## src/rtl/inst_sequencer_if.sv

```systemverilog
// rtl/inst_sequencer_if.sv - instruction-memory fetch handshake (req/addr out, ack/data back)
interface inst_sequencer_if #(
  parameter int INST_LEN = 17,
  parameter int PC_LEN   = 8
);
  logic                imem_req;
  logic [PC_LEN-1:0]   imem_addr;
  logic                imem_ack;
  logic [INST_LEN-1:0] imem_data;

  modport master (
    output imem_req,
    output imem_addr,
    input  imem_ack,
    input  imem_data
  );

  modport slave (
    input  imem_req,
    input  imem_addr,
    output imem_ack,
    output imem_data
  );
endinterface

```

## src/rtl/inst_sequencer.sv

```systemverilog
// rtl/inst_sequencer.sv - multi-cycle fetch/decode/read/exec/writeback sequencer
// Optional fetch watchdog and sticky err flag enabled by defining FETCH_TIMEOUT_EN.
module inst_sequencer #(
  parameter int INST_LEN = 17,
  parameter int ADDR_LEN = 5,
  parameter int PC_LEN   = 8
`ifdef FETCH_TIMEOUT_EN
  ,
  parameter int TIMEOUT  = 15
`endif
) (
  input  logic                clk,
  input  logic                rstn,
  input  logic                start,
  input  logic [PC_LEN-1:0]   last_pc,
  inst_sequencer_if.master    imem,
  output logic [INST_LEN-1:0] inst_q,
  output logic                rf_rd_en,
  output logic                alu_en,
  output logic                rf_wr_en,
  output logic [ADDR_LEN-1:0] wr_dest,
  output logic [PC_LEN-1:0]   pc,
  output logic                busy,
  output logic                done,
  output logic                err
);

  typedef enum logic [2:0] {
    S_IDLE,
    S_FETCH,
    S_DECODE,
    S_READ,
    S_EXEC,
    S_WB,
    S_DONE
  } state_t;

  state_t            state;
  state_t            state_nx;
  logic [PC_LEN-1:0] last_q;
  logic              at_last;
  logic              launch;
  logic              fetch_ok;
  logic              timeout_hit;

  assign at_last  = (pc == last_q);
  assign launch   = (state == S_IDLE) && start;
  assign fetch_ok = (state == S_FETCH) && imem.imem_ack;

`ifdef FETCH_TIMEOUT_EN
  localparam int CNT_W = $clog2(TIMEOUT + 1);

  logic [CNT_W-1:0] fetch_cnt;

  // An ack on the limit cycle wins, so the watchdog only fires without ack.
  assign timeout_hit = (state == S_FETCH) && !imem.imem_ack &&
                       (fetch_cnt == CNT_W'(TIMEOUT - 1));

  always_ff @(posedge clk or negedge rstn) begin
    if (!rstn) begin
      fetch_cnt <= '0;
    end else if (state != S_FETCH) begin
      fetch_cnt <= '0;
    end else if (!imem.imem_ack) begin
      fetch_cnt <= fetch_cnt + 1'b1;
    end
  end

  always_ff @(posedge clk or negedge rstn) begin
    if (!rstn) begin
      err <= 1'b0;
    end else if (launch) begin
      err <= 1'b0;
    end else if (timeout_hit) begin
      err <= 1'b1;
    end
  end
`else
  assign timeout_hit = 1'b0;
  assign err         = 1'b0;
`endif

  always_ff @(posedge clk or negedge rstn) begin
    if (!rstn) begin
      state <= S_IDLE;
    end else begin
      state <= state_nx;
    end
  end

  always_comb begin
    state_nx = state;
    case (state)
      S_IDLE: begin
        if (start) begin
          state_nx = S_FETCH;
        end
      end
      S_FETCH: begin
        if (imem.imem_ack) begin
          state_nx = S_DECODE;
        end else if (timeout_hit) begin
          state_nx = S_DONE;
        end
      end
      S_DECODE: state_nx = S_READ;
      S_READ:   state_nx = S_EXEC;
      S_EXEC:   state_nx = S_WB;
      S_WB:     state_nx = at_last ? S_DONE : S_FETCH;
      S_DONE:   state_nx = S_IDLE;
      default:  state_nx = S_IDLE;
    endcase
  end

  // Strobes are pure state decodes, which keeps them one-hot by construction.
  always_comb begin
    imem.imem_req  = (state == S_FETCH);
    imem.imem_addr = pc;
    rf_rd_en       = (state == S_READ);
    alu_en         = (state == S_EXEC);
    rf_wr_en       = (state == S_WB);
    busy           = (state != S_IDLE);
    done           = (state == S_DONE);
  end

  assign wr_dest = inst_q[ADDR_LEN-1:0];

  always_ff @(posedge clk or negedge rstn) begin
    if (!rstn) begin
      pc     <= '0;
      last_q <= '0;
      inst_q <= '0;
    end else begin
      if (launch) begin
        pc     <= '0;
        last_q <= last_pc;
      end else if ((state == S_WB) && !at_last) begin
        pc <= pc + 1'b1;
      end
      if (fetch_ok) begin
        inst_q <= imem.imem_data;
      end
    end
  end

endmodule

```

## src/flat_wrapper.sv

```systemverilog
// flat-port wrapper written by rule: the top's interface ports become plain ports
module inst_sequencer_flat 
#(
  parameter int INST_LEN = 17,
  parameter int ADDR_LEN = 5,
  parameter int PC_LEN   = 8

)
  (clk, rstn, start, last_pc, inst_q, rf_rd_en, alu_en, rf_wr_en, wr_dest, pc, busy, done, err, imem_imem_req, imem_imem_addr, imem_imem_ack, imem_imem_data);
  inst_sequencer_if #(.INST_LEN(INST_LEN), .PC_LEN(PC_LEN)) imem_i ();
  input  logic clk;
  input  logic rstn;
  input  logic start;
  input  logic [PC_LEN-1:0] last_pc;
  output logic [INST_LEN-1:0] inst_q;
  output logic rf_rd_en;
  output logic alu_en;
  output logic rf_wr_en;
  output logic [ADDR_LEN-1:0] wr_dest;
  output logic [PC_LEN-1:0] pc;
  output logic busy;
  output logic done;
  output logic err;
  output wire logic [$bits(imem_i.imem_req)-1:0] imem_imem_req;
  output wire logic [$bits(imem_i.imem_addr)-1:0] imem_imem_addr;
  input wire logic [$bits(imem_i.imem_ack)-1:0] imem_imem_ack;
  input wire logic [$bits(imem_i.imem_data)-1:0] imem_imem_data;
  assign imem_imem_req = imem_i.imem_req;
  assign imem_imem_addr = imem_i.imem_addr;
  assign imem_i.imem_ack = imem_imem_ack;
  assign imem_i.imem_data = imem_imem_data;
  inst_sequencer #(.INST_LEN(INST_LEN), .ADDR_LEN(ADDR_LEN), .PC_LEN(PC_LEN)) u_core (.clk(clk), .rstn(rstn), .start(start), .last_pc(last_pc), .imem(imem_i), .inst_q(inst_q), .rf_rd_en(rf_rd_en), .alu_en(alu_en), .rf_wr_en(rf_wr_en), .wr_dest(wr_dest), .pc(pc), .busy(busy), .done(done), .err(err));
endmodule
```

## config.mk

```make
export PLATFORM = sky130hd
export DESIGN_NAME = inst_sequencer_flat
export DESIGN_NICKNAME = d
export VERILOG_FILES = /design/src/rtl/inst_sequencer_if.sv /design/src/rtl/inst_sequencer.sv /design/src/flat_wrapper.sv
export SDC_FILE = /design/constraint.sdc
export NUM_CORES = 1
export LEC_CHECK = 0
export BUFFER_PORTS_ARGS = -buffer_cell sky130_fd_sc_hd__clkbuf_2
export CORE_MARGIN = 2
export CORE_UTILIZATION = 40
export CTS_CLUSTER_DIAMETER = 50
export DETAILED_ROUTE_END_ITERATION = 16
export GPL_ROUTABILITY_DRIVEN = 0
export PLACE_DENSITY = 0.69
export REMOVE_ABC_BUFFERS = 1
export SLEW_MARGIN = 5
export SYNTH_ARGS = -nofsm -noshare
export SYNTH_HDL_FRONTEND = slang
export SYNTH_SLANG_ARGS = --single-unit
```

## constraint.sdc

```tcl
create_clock -name clk -period 2.21 [get_ports clk]
set_clock_uncertainty 0.2 [all_clocks]
set_input_delay 0.1105 -clock clk [delete_from_list [all_inputs] [get_ports clk]]
set_output_delay 0.1105 -clock clk [all_outputs]
set_load 0.02 [all_outputs]
```

==> run_results.csv <==
group,metric,value,unit
pwr,power_density,1230,nW/um2
finish,finalNetCount,282,
grt,grt_pass1_wl,6700,um
grt,grt_start_max_net_pins,37,
pwr,p_total,3.00,mW
hold_path,worstHoldPathType,"input port to register",
clock_network,path_clk_slew,70,ps
clock_network,post-cts-setup-buffers,0,
die,fp.dieArea,4960,um2
die,coreArea,4290,um2
die,fp-row-count,24,
clock_network,cts_max_level,2,
drt,routedWlPerCell,13.1,um
sta,fmax,493,MHz
die,die_x,70.5,um
finish,final_cell_area,2430,um2
die,start_util,41.1,%
grt,overflow,0,
synthesis,synth.area.top_cells,"dfrtp_1 51%, mux2_2 11%, nand2_1 7.4%, buf_4 6.8%, xor2_1 4.0%",
finish,antenna_cells,0,
synthesis,synth_common_cells,"36 x dfrtp_1, 35 x nand2_1, 18 x mux2_2",
worst_setup_path,worstSetupStartpoint,"u_core.imem.imem_addr[6]",
synthesis,synth_most_common_cell,"dfrtp_1",
clock_network,cts_resized,0,
job,cap_violations,0,
clock_network,cts_sinks,36,
finish,drive_above_1_share,41.1,%
synthesis,synth_top_area_share,51.0,%
synthesis,yosys_warnings,0,
drt,firstDrtPassIters,4,
worst_setup_path,start_kind,"register",
run_status,outcome,"finished clean",
worst_setup_path,r2r_start,"u_core.imem.imem_addr[6]",
worst_setup_path,cpMaxStageDelayCell,"dfrtp_1",
grt,grt_pass1_vias,1433,
synthesis,netlist_area,1770,um2
clock_network,numCtsBuffers,5,
grt,antenna_found_initial,0,
worst_setup_path,critPathArrivalTime,2030,ps
grt,grt.total_usage,17.2,%
pwr,ir_drop,0.659,mV
sta,hold_violations,0,
synthesis,synthCells,164,
synthesis,ys_seq_area_share,51.0,%
clock_network,cts_tree,"done",
placement,dp.cells,270,
sta,timing.hold.ws,21.6,ps
drt,detail_route.vias_per_cell,4.80,
worst_setup_path,required,2220,ps
synthesis,synthFlopType,"dfrtp_1",
synthesis,synth-edff-count,0,
synthesis,yosys.area.top_type,"dfrtp_1",
sta,setup_viol,0,
worst_setup_path,worst_setup_path_end_kind,"register",
clock_network,clk_path_buf_depth,2,
finish,area_growth,37.7,%
worst_setup_path,crit_fanout,9,
worst_setup_path,crit_type,"register to register",
placement,hpwl,2670,um
pwr,leakage,1.24,nW
drt,drtIter0Drc,85,
worst_setup_path,crit_chain,"xor2_1 -> nor4_2 -> and2_1 -> o21ai_0 -> a21oi_1",
sta,final_max_slew_viol_count,0,
clock_network,cts_root_buf,"clkbuf_8",
worst_setup_path,critPathTopFamily,"simple AND/OR/NAND/NOR gates",
sta,rsz0062_at_grt,"false",
die,die_h,70.5,um
worst_setup_path,slowest_delay,450,ps
hold_path,min_from,"imem_imem_ack",
drt,antenna_left,0,
synthesis,synthArstFlopShare,100,%
synthesis,postSynthAreaPerCell,10.8,um2
synthesis,synth_seq_cells,36,
sta,finalCritPeriodShare,91.8,%
placement,place_area,2070,um2
drt,vias,1463,
worst_setup_path,reg2reg_slack,180,ps
synthesis,synth_cell_type_count,32,
sta,period_minus_slack,2030,ps
sta,fin_setup_tns,0,ps
drt,wl,3990,um
finish,fillers,376,
placement,port_buffers,72,
finish,finalNonFillerCells,305,
clock_network,clock_latency,280,ps
drt,drc_errors,0,
worst_setup_path,path_buf_inv,0,
die,design.portCount,74,
[tightest hold or removal path, stage by stage]
cell and delay (ps):
clkbuf_2 80, nand2_1 80, o311ai_0 110, o21ai_0 80
[placed cells by master, fill, tap and decap left out, drive strengths merged, types with 2 or more instances in the layout]
cell and count:
a21oi 2, inv 2, a211oi 2, and2 2
nand2 35, nor4 2, nand4 3, mux2i 4
o21ai 3, and3b 2, buf 5, clkbuf 80
mux2 18, xor2 8, dlygate4sd3 27, nor2 4
nor3 4, nor2b 2, dfrtp 36, xnor2 2
[cells by family after synthesis]
logic type,after synthesis,share of synthesized area [%]
AO/OA/AOI/OAI,11,3.97
XOR/XNOR,10,4.96
adder cells (fa/ha/maj),1,0.708
buffers and inverters,25,9.35
flip-flops,36,51.0
multiplexers,22,13.7
other,1,0.212
AND/OR/NAND/NOR,58,16.1
[registers in the layout (all words and copies together), names as in the netlist]
signal / flops
u_core.state: 3
u_core.last_q: 8
u_core.inst_q: 17
u_core.imem.imem_addr: 8
[final cells by class]
cell class,count,area [um2],area share (%)
Inverter,2,7.51,0.309
Tap cell,52,65.1,2.67
Multi-Input combinational cell,103,701,28.8
Sequential cell,36,901,37.0
Clock buffer,8,90.1,3.70
Timing Repair Buffer,104,668,27.5
[path summary, 6_finish.rpt]
| check | end | cells after the start |
|---|---|---|
| min in group asynchronous | u_core.imem.imem_addr[3] | 3 |
| max in group asynchronous | u_core.inst_q[10] | 3 |
| max | u_core.imem.imem_addr[2] | 5 |
| min reg2reg | u_core.last_q[0] | 2 |
| max reg2reg | u_core.imem.imem_addr[2] | 5 |
| min | u_core.state[0] | 4 |
[stage by stage]
| stage | util (%) | setup slack, ps |
|---|---|---|
| 6_report | 56.6 | 181 |
| 5_1_grt | 56.6 | 66.3 |
| 4_1_cts | 56.6 | 221 |
| 3_5_place_dp | 48.3 | 227 |
| 3_3_place_gp | 48.3 | 316 |
| 2_1_floorplan | - | 201 |
[per-layer routing]
metal	share of wire, %	vias up	routed length, um	GRT usage (%)
met3	7.2	8	288	5.19
li1	-	704	-	-
met5	0	-	0	0
met4	2.0	0	78	7.05
met2	48	60	1930	28.4
met1	42	691	1690	20.9
[where the power goes]
group	internal [mW]	switching [mW]
Clock	0.254	0.220
Sequential	0.930	0.228
Combinational	0.571	0.797
Total	1.75	1.25
[repair_timing]
action,CTS,global route
hold endpoints to repair,62,0
setup endpoints to repair,0,0
hold buffers,27,0
(Power assumes the default switching activity.)
